## src/rtl/i2s_rx.sv

```systemverilog
// i2s_rx: slave I2S receiver; oversamples bclk/lrclk/sdata in the clk domain
// and emits each stereo pair as signed parallel words with a one-cycle strobe.
// Ports: clk, rst_n (async, active-low), i_bclk, i_lrclk (0=left), i_sdata
//   -> o_l_data, o_r_data (held between strobes), o_valid, o_frame_err.
// Option: define I2S_RX_ERR_DET_EN to flag and suppress pairs with short words;
//   otherwise o_frame_err is tied low and short words are emitted zero-padded.
module i2s_rx #(
    parameter int d_width = 24
) (
    input  logic                      clk,
    input  logic                      rst_n,
    input  logic                      i_bclk,
    input  logic                      i_lrclk,
    input  logic                      i_sdata,
    output logic signed [d_width-1:0] o_l_data,
    output logic signed [d_width-1:0] o_r_data,
    output logic                      o_valid,
    output logic                      o_frame_err
);

    localparam int CW = $clog2(d_width + 2);

    typedef enum logic [1:0] {
        SYNC,
        LEFT,
        RIGHT
    } state_t;

    state_t state, state_n;

    logic [1:0] bclk_sy, lrclk_sy, sdata_sy;
    logic       bclk_d;
    logic       rise_p, lr_p, sd_p;
    logic       lr_prev;

    logic [d_width-1:0] sreg, word, l_hold;
    logic [CW-1:0]      cnt;

    logic boundary;
    logic latch_l, load, pair_ok;

    // Identical two-flop chains keep pin-to-pin skew bounded to one clk.
    // The rise strobe and the sampled ws/data are registered together so all
    // word decisions happen one edge later, on a single consistent snapshot.
    always_ff @(posedge clk or negedge rst_n) begin
        if (!rst_n) begin
            bclk_sy  <= '0;
            lrclk_sy <= '0;
            sdata_sy <= '0;
            bclk_d   <= 1'b0;
            rise_p   <= 1'b0;
            lr_p     <= 1'b0;
            sd_p     <= 1'b0;
        end else begin
            bclk_sy  <= {bclk_sy[0], i_bclk};
            lrclk_sy <= {lrclk_sy[0], i_lrclk};
            sdata_sy <= {sdata_sy[0], i_sdata};
            bclk_d   <= bclk_sy[1];
            rise_p   <= bclk_sy[1] & ~bclk_d;
            lr_p     <= lrclk_sy[1];
            sd_p     <= sdata_sy[1];
        end
    end

    assign boundary = rise_p && (lr_p != lr_prev);

    // Current word with this rise's bit placed MSB-first; slots longer than
    // d_width leave cnt past the last index, so the extra bits drop out.
    always_comb begin
        word = sreg;
        for (int i = 0; i < d_width; i++) begin
            if (cnt == CW'(i)) word[d_width-1-i] = sd_p;
        end
    end

`ifdef I2S_RX_ERR_DET_EN
    logic [CW:0] bits;
    logic        short_w, l_short, err;

    assign bits    = {1'b0, cnt} + (CW + 1)'(1);
    assign short_w = bits < (CW + 1)'(d_width);
    assign pair_ok = ~(short_w | l_short);
`else
    assign pair_ok = 1'b1;
`endif

    always_ff @(posedge clk or negedge rst_n) begin
        if (!rst_n) state <= SYNC;
        else        state <= state_n;
    end

    always_comb begin
        state_n = state;
        latch_l = 1'b0;
        load    = 1'b0;
`ifdef I2S_RX_ERR_DET_EN
        err     = 1'b0;
`endif
        if (boundary) begin
            unique case (state)
                SYNC: begin
                    if (!lr_p) state_n = LEFT;
                end
                LEFT: begin
                    if (lr_p) begin
                        state_n = RIGHT;
                        latch_l = 1'b1;
`ifdef I2S_RX_ERR_DET_EN
                        err     = short_w;
`endif
                    end
                end
                RIGHT: begin
                    if (!lr_p) begin
                        state_n = LEFT;
                        load    = pair_ok;
`ifdef I2S_RX_ERR_DET_EN
                        err     = short_w;
`endif
                    end
                end
                default: state_n = SYNC;
            endcase
        end
    end

    always_ff @(posedge clk or negedge rst_n) begin
        if (!rst_n) begin
            sreg    <= '0;
            cnt     <= '0;
            lr_prev <= 1'b1;
        end else if (rise_p) begin
            if (boundary) begin
                sreg    <= '0;
                cnt     <= '0;
                lr_prev <= lr_p;
            end else begin
                sreg <= word;
                if (cnt < CW'(d_width + 1)) cnt <= cnt + CW'(1);
            end
        end
    end

    always_ff @(posedge clk or negedge rst_n) begin
        if (!rst_n) begin
            l_hold   <= '0;
            o_l_data <= '0;
            o_r_data <= '0;
            o_valid  <= 1'b0;
        end else begin
            o_valid <= load;
            if (latch_l) l_hold <= word;
            if (load) begin
                o_l_data <= l_hold;
                o_r_data <= word;
            end
        end
    end

`ifdef I2S_RX_ERR_DET_EN
    always_ff @(posedge clk or negedge rst_n) begin
        if (!rst_n) begin
            l_short     <= 1'b0;
            o_frame_err <= 1'b0;
        end else begin
            o_frame_err <= err;
            if (latch_l) l_short <= short_w;
        end
    end
`else
    assign o_frame_err = 1'b0;
`endif

endmodule

```

## config.mk

```make
export PLATFORM = sky130hd
export DESIGN_NAME = i2s_rx
export DESIGN_NICKNAME = d
export VERILOG_FILES = /design/src/rtl/i2s_rx.sv
export SDC_FILE = /design/constraint.sdc
export NUM_CORES = 1
export LEC_CHECK = 0
export ABC_CLOCK_PERIOD_IN_PS = 3000
export BUFFER_PORTS_ARGS = -buffer_cell sky130_fd_sc_hd__buf_4
export CAP_MARGIN = 40
export CORE_MARGIN = 1.5
export CORE_UTILIZATION = 50
export DETAILED_ROUTE_END_ITERATION = 16
export MAX_ROUTING_LAYER = met4
export PLACE_DENSITY = 0.76
export SLEW_MARGIN = 0
export SYNTH_ARGS = -nofsm -noshare
export SYNTH_HDL_FRONTEND = slang
export SYNTH_SLANG_ARGS = --single-unit
```

## constraint.sdc

```tcl
create_clock -name clk -period 3 [get_ports clk]
set_clock_uncertainty 0.1 [all_clocks]
set_input_delay 0 -clock clk [delete_from_list [all_inputs] [get_ports clk]]
set_output_delay 0 -clock clk [all_outputs]
set_load 0.01 [all_outputs]
```

==> flow_summary.ini <==
[logic_synthesis]
yosys.area_share.simple = 0.08261
synth_top_family_by_area = compound AO/OA/AOI/OAI gates
synth-warning-count = 0
ys_async_sr_fraction = 1.000
yosysSeqAreaShare = 0.5725
synth_edf_count = 0
synth-compound-area-share = 0.1610
yosysUniqueCellTypes = 43
synthMuxAreaShare = 0.1194
synth_seq_cells = 115
synth-main-ff-cell = dfrtp_1
synth-xor-area-share = 0.003483
syn_inst = 386
syn_nets = 396
synth_area_um2 = 5029
avgSynthCellArea_um2 = 13.03
synth_fa_ha_area_frac = 0.01244

[worst_setup_path]
critical_path.max_fanout = 29
rrSetupSlack_ns = 0.74
worstSetupStartpointType = flip-flop
critical_path_class = flip-flop to flip-flop
rr_endpoint = o_r_data[8]
timing.rr.start = cnt[3]
ff2ff_path_depth = 4
required_ns = 3.29
cp-endpoint = o_r_data[8]
arrival_ns = 2.55
worstSetupStartpoint = cnt[3]
end_kind = flip-flop

[final_layout]
finalInstanceArea_um2 = 6193
diodes = 0
nets = 449
nFillCells = 728
final_cells = 585
final_util = 0.6336
area_growth_pct = 23.16
drive_gt1_frac = 0.2898

[route]
detail-route-antenna-nets = 0
vias = 3466
wl_um = 11230
vias_per_cell = 5.925
drt_iter0_markers = 268
drc = 0
firstDrtPassIters = 4
routedWlPerCell_um = 19.19

[placed_design]
place_hpwl_um = 6890
placed_cells = 546
routabilityCongestion = 0.7959
portBuffers = 53
place_area_um2 = 5478

[sta]
finalSetupViolCount = 0
fmax_mhz = 442.5
timing.slew.headroom = 0.3635
rsz0062_at_grt = false
hold_violations = 0
fin_crit_ns = 2.260
period_share = 0.7533
tns_ns = 0
max_slew.worst_pin.slew_ns = 0.9548
slew_violations = 0

[floorplan]
die_h_um = 103.3
chipWidth_um = 103.3
start_util = 0.5145
num_rows = 36
ios = 55
die-area_um2 = 10670
core_um2 = 9774

[cts]
cts_resized = 0
cts_buffers = 17
clock_sinks = 115
clockRootBuffer = clkbuf_8
cts_tree = built
htree_levels = 4
clockBufferDepth = 2
cts.reportedPaths.clkPinSlew_ns = 0.06
insertion_delay_ns = 0.51

[power_and_ir_drop]
sw_frac_of_total = 0.2480
pwr_density_cell_nw_per_um2 = 742.1
power_mw = 4.596
leakagePower_nw = 2.906
combPwrFrac = 0.130
vdd.ir_drop.worst_mv = 0.4830
switching_power_mw = 1.140
p_clk_frac = 0.460
internal_power_mw = 3.456
p_seq_frac = 0.410

[global_route]
grt.total_usage = 0.2401
grt_first_pass_wirelength_um = 18550
grt_overflow = 0
grt_max_degree = 60
antenna_found_initial = 0
grt_pass1_vias = 3566

[worst_hold_path]
min_path_type = primary input to flip-flop
hold_depth = 2

[outcome]
status = finished clean

[run]
maxCapViolCount = 0
[cell families after synthesis]
kind of cell	Yosys count
XOR/XNOR	2
other	1
adder cells (fa/ha/maj)	5
buffers and inverters	43
AO/OA/AOI/OAI	128
flip-flops	115
multiplexers	54
AND/OR/NAND/NOR	38
[metal layers]
metal	global-route usage	routed length, um	vias to the layer above
met5	-	0	-
met4	0.08732	193	0
met3	0.06048	579	18
met2	0.3861	5757	125
met1	0.2961	4699	1771
li1	-	-	1552
[power groups by stage]
| stage | Sequential, mW | Combinational, mW | Clock (mW) |
|---|---|---|---|
| 2_1_floorplan | 1.88 | 0.345 | 0 |
| 3_3_place_gp | 1.91 | 0.523 | 0 |
| 3_5_place_dp | 1.92 | 0.550 | 0 |
| 4_1_cts | 1.91 | 0.566 | 2.14 |
| 5_1_grt | 1.91 | 0.666 | 2.21 |
| 6_report | 1.89 | 0.598 | 2.11 |
[worst max-delay path, cell delays in order (launching register included)]
cell	delay [ns]
dfrtp_1	0.91
and3_1	0.29
ha_1	0.20
mux2_2	0.36
mux2_2	0.27
[timing repair]
action | CTS | global route
endpoints found under the hold margin | 117 | 0
hold buffers | 6 | 0
buffers inserted | 0 | 0
[synthesized netlist by cell type, drive strengths merged, types with 2 or more instances]
cell     count  share of area
ha           5          0.012
a32o         2         0.0040
nor2         3         0.0055
o21ai       26          0.026
clkbuf      18          0.014
a22o         2         0.0035
inv          5         0.0037
and3         2         0.0025
nor4b        4          0.014
o2bb2ai     21          0.037
nand2        3         0.0022
mux2        33          0.078
and4bb      13          0.032
buf         19          0.030
o31ai       21          0.031
mux2i       21          0.042
dfrtp      114           0.57
a21oi       49          0.049
a31o         2         0.0035
a31oi        2         0.0025
nand4b       8          0.020
[sequential cells by signal, indices dropped and copies added (netlist names)]
register	count
o_valid	1
rise_p	1
cnt	5
o_r_data	24
lrclk_sy	2
sreg	24
lr_p	1
sd_p	1
bclk_sy	2
o_l_data	24
sdata_sy	2
lr_prev	1
state	2
bclk_d	1
l_hold	24
[cells in the final DEF (no fill, tap or decap), drive strengths merged, types with 5 or more instances in the layout]
master	instances
o2bb2ai	21
and4bb	13
a21oi	49
nand4b	8
dlygate4sd3	6
inv	5
clkbuf	24
o31ai	21
mux2	33
buf	65
o21ai	26
dfrtp	114
ha	5
mux2i	21
[area by class of cell]
cell class                 count  area [um^2]  share of cell area
sequential                   115         2879              0.4648
multi-input combinational    228         1909              0.3083
timing repair buffer          71        588.1             0.09495
clock buffer                  24        480.5             0.07758
tap                          133        166.4             0.02687
clock inverter                 8        147.6             0.02384
inverter                       6        22.52            0.003636
[worst min path at each step]
stage,start,to
floorplan,rst_n,bclk_d
global placement,i_lrclk,lrclk_sy[0]
detailed placement,rst_n,o_r_data[9]
CTS,i_lrclk,lrclk_sy[0]
global route,i_lrclk,lrclk_sy[0]
finish,i_lrclk,lrclk_sy[0]
[metrics by stage]
step	hold slack, ns	setup WS (ns)
5_1_grt	0.02010	0.6535
4_1_cts	0.01021	0.7122
3_5_place_dp	-0.2259	0.7525
6_report	0.02826	0.7402
2_1_floorplan	-0.3956	1.181
3_3_place_gp	0.008985	0.8470
(Power assumes the default switching activity.)
